==> config.mk <==
export PLATFORM = sky130hd
export DESIGN_NAME = alu_sequencer
export DESIGN_NICKNAME = d
export VERILOG_FILES = /design/src/rtl/alu_sequencer.sv
export SDC_FILE = /design/constraint.sdc
export NUM_CORES = 1
export LEC_CHECK = 0
export ABC_AREA = 1
export CORE_UTILIZATION = 40
export DETAILED_ROUTE_END_ITERATION = 16
export GPL_TIMING_DRIVEN = 1
export SLEW_MARGIN = 20
export SYNTH_ARGS = -nofsm -noshare
export SYNTH_HDL_FRONTEND = slang
export SYNTH_SLANG_ARGS = --single-unit
==> constraint.sdc <==
create_clock -name clk -period 2.5 [get_ports clk]
set_input_delay 0.5 -clock clk [delete_from_list [all_inputs] [get_ports clk]]
set_output_delay 0.5 -clock clk [all_outputs]
set_load 0.1 [all_outputs]
==> src/rtl/alu_sequencer.sv <==
// alu_sequencer: a small program store of {A, B, OP, last} entries that is
// replayed to a downstream ALU one entry per accepted transfer.
// Handshake: an entry moves when valid and ready are both high at a rising
// edge. While valid is high and ready is low, A/B/OP/step hold steady.
// While valid is low, A/B/OP are driven to zero.
module alu_sequencer #(
  parameter int WIDTH = 6,
  parameter int DEPTH = 8,
  parameter int OPW   = 2,
  localparam int AW   = $clog2(DEPTH)
) (
  input  logic             clk,
  input  logic             reset,
  input  logic             prog_we,
  input  logic [AW-1:0]    prog_addr,
  input  logic [WIDTH-1:0] prog_a,
  input  logic [WIDTH-1:0] prog_b,
  input  logic [OPW-1:0]   prog_op,
  input  logic             prog_last,
  input  logic             start,
  input  logic             loop,
  input  logic             abort,
  input  logic             ready,
  output logic [WIDTH-1:0] A,
  output logic [WIDTH-1:0] B,
  output logic [OPW-1:0]   OP,
  output logic             valid,
  output logic             busy,
  output logic             done,
  output logic [AW-1:0]    step,
  output logic [1:0]       dbg_state
);

  typedef enum logic [1:0] {
    S_IDLE = 2'd0,
    S_RUN  = 2'd1,
    S_DONE = 2'd2
  } state_t;

  state_t           r_state;
  logic [WIDTH-1:0] r_mem_a [DEPTH];
  logic [WIDTH-1:0] r_mem_b [DEPTH];
  logic [OPW-1:0]   r_mem_op [DEPTH];
  logic             r_mem_last [DEPTH];
  logic [WIDTH-1:0] r_a;
  logic [WIDTH-1:0] r_b;
  logic [OPW-1:0]   r_op;
  logic             r_valid;
  logic             r_done;
  logic             r_loop;
  logic [AW-1:0]    r_step;

  logic             w_wr_idle;
  logic             w_wr0;
  logic [WIDTH-1:0] w_e0_a;
  logic [WIDTH-1:0] w_e0_b;
  logic [OPW-1:0]   w_e0_op;
  logic             w_is_last;
  logic [AW-1:0]    w_nxt_step;

  // Program writes are only accepted while no run is in progress.
  assign w_wr_idle = prog_we && (r_state == S_IDLE);
  assign w_wr0     = w_wr_idle && (prog_addr == '0);

  // Entry 0 as seen on the start edge, including a same-cycle write to it.
  assign w_e0_a  = w_wr0 ? prog_a  : r_mem_a[0];
  assign w_e0_b  = w_wr0 ? prog_b  : r_mem_b[0];
  assign w_e0_op = w_wr0 ? prog_op : r_mem_op[0];

  // The top entry always ends a pass so the pointer can never wrap silently.
  assign w_is_last  = r_mem_last[r_step] || (r_step == AW'(DEPTH - 1));
  assign w_nxt_step = w_is_last ? '0 : r_step + AW'(1);

  // Program store: cleared by reset, written only while idle.
  always_ff @(posedge clk or negedge reset) begin
    if (!reset) begin
      for (int i = 0; i < DEPTH; i++) begin
        r_mem_a[i]    <= '0;
        r_mem_b[i]    <= '0;
        r_mem_op[i]   <= '0;
        r_mem_last[i] <= 1'b0;
      end
    end else if (w_wr_idle) begin
      r_mem_a[prog_addr]    <= prog_a;
      r_mem_b[prog_addr]    <= prog_b;
      r_mem_op[prog_addr]   <= prog_op;
      r_mem_last[prog_addr] <= prog_last;
    end
  end

  // Sequencer FSM with registered ALU-facing outputs.
  always_ff @(posedge clk or negedge reset) begin
    if (!reset) begin
      r_state <= S_IDLE;
      r_a     <= '0;
      r_b     <= '0;
      r_op    <= '0;
      r_valid <= 1'b0;
      r_done  <= 1'b0;
      r_loop  <= 1'b0;
      r_step  <= '0;
    end else begin
      case (r_state)
        S_IDLE: begin
          r_done <= 1'b0;
          if (start) begin
            r_state <= S_RUN;
            r_loop  <= loop;
            r_step  <= '0;
            r_valid <= 1'b1;
            r_a     <= w_e0_a;
            r_b     <= w_e0_b;
            r_op    <= w_e0_op;
          end
        end
        S_RUN: begin
          if (abort) begin
            r_state <= S_IDLE;
            r_valid <= 1'b0;
            r_done  <= 1'b0;
            r_a     <= '0;
            r_b     <= '0;
            r_op    <= '0;
            r_step  <= '0;
          end else if (ready) begin
            if (w_is_last && !r_loop) begin
              r_state <= S_DONE;
              r_valid <= 1'b0;
              r_done  <= 1'b1;
              r_a     <= '0;
              r_b     <= '0;
              r_op    <= '0;
              r_step  <= '0;
            end else begin
              r_step <= w_nxt_step;
              r_a    <= r_mem_a[w_nxt_step];
              r_b    <= r_mem_b[w_nxt_step];
              r_op   <= r_mem_op[w_nxt_step];
            end
          end
        end
        S_DONE: begin
          r_state <= S_IDLE;
          r_valid <= 1'b0;
          r_done  <= 1'b0;
          r_a     <= '0;
          r_b     <= '0;
          r_op    <= '0;
          r_step  <= '0;
        end
        default: begin
          r_state <= S_IDLE;
          r_valid <= 1'b0;
          r_done  <= 1'b0;
        end
      endcase
    end
  end

  assign A         = r_a;
  assign B         = r_b;
  assign OP        = r_op;
  assign valid     = r_valid;
  assign done      = r_done;
  assign step      = r_step;
  assign busy      = (r_state != S_IDLE);
  assign dbg_state = r_state;

endmodule

==> key figures, run 1 <==
Run status
  – Status: finished, final reports clean

Global routing
  – Met1 Usage GRT: 35.14%
  – First-pass GRT wire length: 31170 µm
  – Met2 usage: 32.73%
  – Largest net degree at the start of global routing: 65
  – GRT busiest layer: met1
  – Vias in the first global route: 5484
  – Met3 usage in global routing: 6.164%
  – All-Layer GR Usage: 23.38%
  – Initial antenna violation count: 0
  – Global route overflow: 0

Worst setup path
  – CP Capture Type: flip-flop
  – Worst-path cell with the longest stage delay: dfrtp_2
  – Crit path max fanout: 15
  – Crit path required time: 2.85 ns
  – Worst EP arrival: 2.50 ns
  – Startpoint class of the critical path: flip-flop
  – Most frequent CP cell: nand2_1
  – Crit-path max cell delay: 0.41 ns
  – Worst path cell trace: buf_4 -> inv_2 -> nand2_1 -> nand3_1 -> nand3_2 -> nand4_1 -> buf_4 -> nand2_1 -> nand2_1 -> nand2_1 -> nand2_1 -> nand3_1 -> a21oi_1
  – Critical path class: reg -> reg

Power
  – Lkg Pwr: 4.274 nW
  – PD cells: 1434 mW/mm²
  – Total chip power: 0.01189 W
  – Max VDD drop: 0.9494 mV

Yosys
  – Avg Inst Size Synth: 7.400 µm²
  – Synth async-reset ratio: 100.0%
  – Yosys reg bits: 141
  – Dominant synthesized flop cell: dfrtp_1
  – Number of synthesized flops with an enable pin: 0
  – Netlist cell types: 21
  – Sequential fraction of the synthesis area: 51.05%
  – YS warnings: 0
  – Area of the mapped netlist: 0.006912 mm²
  – Syn Nets: 964
  – Cells after synthesis: 934

Placed design
  – HPWL after detailed placement: 12730 µm
  – Gpl congestion: 0.8509
  – IO buf count: 46

Route
  – Remaining DRCs: 0
  – Detail Route Antenna Nets: 0
  – Mean number of vias per cell: 4.881
  – DRT Pass-1 Iters: 5
  – Via Count: 5940
  – Routed wire length: 19040 µm
  – 1st-iter DRT viols: 563
  – Wire per inst: 15.65 µm

Timing
  – Final Hold Fails: 0
  – Period Utilization, post-route: 85.81%
  – F_max: 466.1 MHz
  – Worst-margin pin slew: 0.3969 ns
  – Setup Skew: 0.006581 ns
  – Fin. max-slew vios: 0
  – RSZ-0062 raised after global routing: false
  – Setup-failing EPs final: 0
  – Slew margin rel.: 73.54%
  – Min Clock Period, post-route: 2.145 ns
  – Setup TNS: 0 ns

Finish
  – Core Util, Final: 49.66%
  – Nets: 1014
  – Layout area overhead: 19.99%
  – # diodes: 0
  – Ratio of cells with drive above 1 in the final layout: 10.33%

Clocking
  – CTS tree: yes
  – Clk slew on worst S/H paths: 0.06 ns
  – Clk buf depth: 2
  – Post-CTS Setup Bufs: 0
  – CTS Buf Count: 17
  – Clock Sinks: 141
  – CTS root buf: clkbuf_16
  – Max H-tree Level: 4
  – Clock Latency Late Sink: 0.43 ns

Floorplan
  – Die ar.: 0.01781 mm²
  – Die Ht: 133.5 µm
  – Io pins: 47
  – Starting Density: 41.38%
  – Die width: 133.5 µm
  – Site row count: 47
  – Core Box Area: 0.01670 mm²

Flow run
  – Max Cap Viol: 0

Hold path
  – Worst hold path type: reg -> reg
worst max-delay path: cells and delay by family, from the launching register on:
kind | cells | cell delay (ns)
DFF | 1 | 0.41
buffers and inverters | 3 | 0.63
and+or+nand+nor | 9 | 0.88
AOI/OAI and AO/OA | 1 | 0.13
power by group:
group / switching [W] / internal, W / total (W)
logic: 0.00379 / 0.00172 / 0.00551
clock network: 0.000977 / 0.00154 / 0.00251
registers: 0.000578 / 0.00328 / 0.00386
total: 0.00535 / 0.00655 / 0.0119
cells by family after synthesis:
logic type / after synthesis / share of synthesized area (%)
buf+inv: 181 / 10.46
compound gates: 142 / 10.34
flops: 141 / 51.05
simple gates: 465 / 27.24
fa+ha+maj: 5 / 0.9051
worst paths after layout:
kind	startpoint	endpoint	slack, ns	cells after the start
worst max-delay path	step[0]$_DFFE_PN0P_	B[3]$_DFFE_PN0P_	0.35	13
worst min-delay path	r_mem_op[12]$_DFFE_PN0P_	r_mem_op[12]$_DFFE_PN0P_	0.48	2
worst max register to register	step[0]$_DFFE_PN0P_	B[3]$_DFFE_PN0P_	0.35	13
worst min register to register	r_mem_op[12]$_DFFE_PN0P_	r_mem_op[12]$_DFFE_PN0P_	0.48	2
max in group asynchronous	reset	dbg_state[1]$_DFFE_PN0P_	1.23	3
min in group asynchronous	reset	r_mem_b[34]$_DFFE_PN0P_	0.55	2
registers in the layout, summed over array words and instances, names as in the netlist:
register    cells
B               6
r_mem_a        48
dbg_state       2
r_mem_op       16
step            3
done            1
OP              2
r_mem_last      8
r_loop          1
A               6
r_mem_b        48
per-layer routing:
layer / routed length (µm) / share of wire, % / vias up
met2: 7877 / 41 / 150
li1: - / - / 2978
met4: 268 / 1.4 / 0
met5: 0 / 0 / -
met1: 9796 / 51 / 2789
met3: 1098 / 5.8 / 23
what timing repair did:
action	in CTS	in global routing
setup endpoints to repair	0	0
hold buffers	1	0
gates resized for setup	0	0
endpoints found under the hold margin	37	0
synth_stat cells (2+ instances only):
library cell | instances | share of area [%]
nand2_1 | 299 | 16
dfrtp_1 | 141 | 51
inv_1 | 128 | 7.0
clkbuf_1 | 32 | 1.7
nand4_1 | 2 | 0.18
buf_2 | 11 | 0.80
nand3_1 | 74 | 5.4
inv_2 | 2 | 0.11
o22ai_1 | 3 | 0.27
buf_4 | 6 | 0.65
nand3_2 | 3 | 0.43
nor2_1 | 82 | 4.5
ha_1 | 5 | 0.91
o21ai_0 | 123 | 8.9
a21oi_1 | 16 | 1.2
nor2_4 | 2 | 0.33
through the flow:
stage	worst slack [ns]	area (µm²)	cells	hold WS [ns]
finish	0.3547	8293	1217	0.4834
global route	0.1331	8293	1217	0.4986
CTS	0.3632	8293	1217	0.4870
detailed placement	0.3116	7696	1184	0.4459
global placement	0.3447	7696	1184	0.4438
floorplan	0.03533	6919	934	0.2044
final cells by class:
type / instances / area [µm²]
Clock buffer: 21 / 470.5
Clock inverter: 11 / 116.4
Timing Repair Buffer: 82 / 742.0
Sequential cell: 141 / 3532
Tap cell: 220 / 275.3
Inverter: 130 / 491.7
Fill cell: 1665 / 8408
Multi-Input combinational cell: 612 / 2665
placed cells by master (no fill, tap or decap), drive strengths merged:
cell | Yosys | final
clkbuf | 32 | 21
nand2 | 300 | 300
dfrtp | 141 | 141
buf | 19 | 58
ha | 5 | 5
nand4 | 2 | 2
dlygate4sd3 | 0 | 1
inv | 130 | 129
bufinv | 0 | 2
clkinv | 0 | 6
a21oi | 16 | 16
o21ai | 123 | 123
o22ai | 3 | 3
nand3 | 77 | 77
nor2 | 85 | 85
nor3 | 1 | 1
clkdlybuf4s50 | 0 | 23
clkinvlp | 0 | 4
Note: power is estimated with default switching activity, not from simulation.
==> run 2, diff against run 1 <==
--- a/config.mk
+++ b/config.mk
@@ -6,9 +6,11 @@
 export NUM_CORES = 1
 export LEC_CHECK = 0
 export ABC_AREA = 1
+export CORE_MARGIN = 3
 export CORE_UTILIZATION = 40
 export DETAILED_ROUTE_END_ITERATION = 16
 export GPL_TIMING_DRIVEN = 1
+export SETUP_SLACK_MARGIN = 0.4
 export SLEW_MARGIN = 20
 export SYNTH_ARGS = -nofsm -noshare
 export SYNTH_HDL_FRONTEND = slang
==> key figures, run 2 (synthesized netlist as in run 1, its figures left out) <==
Run status
  – Status: finished, final reports clean

Route
  – Routed wire length: 20660 µm
  – 1st-iter DRT viols: 576
  – Detail Route Antenna Nets: 0
  – DRT Pass-1 Iters: 8
  – Via Count: 6112
  – Wire per inst: 16.87 µm
  – Remaining DRCs: 0
  – Mean number of vias per cell: 4.989

Global routing
  – Global route overflow: 0
  – Initial antenna violation count: 0
  – First-pass GRT wire length: 31950 µm
  – All-Layer GR Usage: 22.43%
  – Vias in the first global route: 5783
  – Largest net degree at the start of global routing: 51

Power
  – PD cells: 1471 mW/mm²
  – Total chip power: 0.01259 W
  – Max VDD drop: 0.7329 mV
  – Lkg Pwr: 4.367 nW

Worst setup path
  – Crit path required time: 2.00 ns
  – Buf+Inv Stages, Crit Path: 3
  – Crit path max fanout: 4
  – Crit-path max cell delay: 0.51 ns
  – Startpoint class of the critical path: flip-flop
  – Cell family with most CP delay: flip-flops
  – Worst EP arrival: 1.52 ns
  – Critical path class: reg -> out
  – Worst path cell trace: inv_4 -> ha_4 -> clkinvlp_4 -> buf_4
  – CP Capture Type: primary output
  – Worst-path cell with the longest stage delay: dfrtp_4

Hold path
  – Worst hold path type: in -> async

Finish
  – Commonest non-fill, non-tap cells in the layout: nand2_1 (298), dfrtp_1 (136), inv_1 (124)
  – Largest regs: r_mem_a (48), r_mem_b (48), r_mem_op (16)
  – # diodes: 0
  – Filler instances: 1639
  – Commonest non-fill, non-tap cell in the layout: nand2_1
  – Layout area overhead: 23.82%
  – Nets: 1022
  – Ratio of cells with drive above 1 in the final layout: 12.74%
  – Seq. cell area: 0.003542 mm²
  – Multi-input logic area: 0.002720 mm²

Floorplan
  – Die width: 137.5 µm
  – Die ar.: 0.01889 mm²
  – Starting Density: 41.24%
  – Site row count: 47
  – Die Ht: 137.5 µm
  – Io pins: 47
  – Core Box Area: 0.01676 mm²

Timing
  – Slew margin rel.: 66.29%
  – WHS: 0.01572 ns
  – F_max: 496.2 MHz
  – Final Hold Fails: 0
  – RSZ-0062 raised after global routing: false
  – Period Utilization, post-route: 80.62%
  – Fin. max-slew vios: 0
  – Setup TNS: 0 ns
  – Setup Skew: 0.006803 ns
  – Setup-failing EPs final: 0
  – Worst-margin pin slew: 0.5056 ns
  – Final worst setup slack: 0.4846 ns
  – Min Clock Period, post-route: 2.015 ns

Placed design
  – HPWL after detailed placement: 12110 µm
  – Worst slack, placed: 0.3156 ns
  – IO buf count: 46
  – Gpl congestion: 0.8068

Clocking
  – CTS root buf: clkbuf_16
  – Hold-fix buffers, CTS: 0
  – CTS tree: yes
  – Clock Latency Late Sink: 0.43 ns
  – Clk slew on worst S/H paths: 0.06 ns
  – CTS Buf Count: 17
  – Clock Sinks: 141
  – Clk buf depth: 2
  – Max H-tree Level: 4

Flow run
  – Max Cap Viol: 0
## run 2: stage by stage
stage	utilization (%)	cell area, µm²	cells
final	51.06	8558	1225
after global routing	51.06	8558	1225
after CTS	50.09	8394	1215
after detailed placement	45.99	7707	1179
after global placement	45.99	7707	1179
after floorplan	-	6962	934
## run 2: worst reg2reg max path, cell delays in order, from the launching register on
cell	delay, ns
dfrtp_4	0.51
ha_2	0.21
ha_4	0.26
nand4_1	0.12
buf_4	0.19
clkbuf_16	0.17
nor2_1	0.09
nand2_1	0.06
nand2_1	0.08
nand2_1	0.05
nand3_1	0.09
a21oi_1	0.06
## run 2: path summary, 6_finish.rpt
path                                            to  slack [ns]  cells after the start                startpoint
setup reg to reg                  B[5]$_DFFE_PN0P_        0.50                     11       step[0]$_DFFE_PN0P_
hold / removal                    A[2]$_DFFE_PN0P_        0.02                      1                     reset
hold reg to reg            r_mem_a[24]$_DFFE_PN0P_        0.48                      2   r_mem_a[24]$_DFFE_PN0P_
max in group asynchronous  r_mem_a[30]$_DFFE_PN0P_        1.65                      3                     reset
setup / recovery                              busy        0.48                      4  dbg_state[1]$_DFFE_PN0P_
min in group clk           r_mem_a[24]$_DFFE_PN0P_        0.48                      2   r_mem_a[24]$_DFFE_PN0P_
## run 2: area by class of cell
type,instances,share of cell area [%]
clock buffer,18,5.132
timing repair buffer,90,10.42
clock inverter,14,2.251
tap,220,3.216
multi-input combinational,612,31.78
sequential,141,41.39
inverter,130,5.804
## run 2: power breakdown
part / internal, W / total, W / leakage, nW / switching [W]
Clock: 0.00170 / 0.00271 / 0.302 / 0.00101
Sequential: 0.00329 / 0.00389 / 1.77 / 0.000592
Combinational: 0.00198 / 0.00600 / 2.29 / 0.00402
## run 2: metal layers
layer | track usage (%) | vias up | wire length, µm
li1 | - | 3004 | -
met1 | 32.12 | 2900 | 9947
met2 | 34.03 | 181 | 9101
met3 | 4.858 | 27 | 1135
met4 | 7.040 | 0 | 475
met5 | 0 | - | 0
## run 2: timing repair
item / 4_1_cts / 5_1_grt
pin swaps: 1 / 3
cloned: 1 / 3
gates resized for setup: 1 / 16
endpoints found under the setup margin: 14 / 14
buffers inserted: 3 / 7
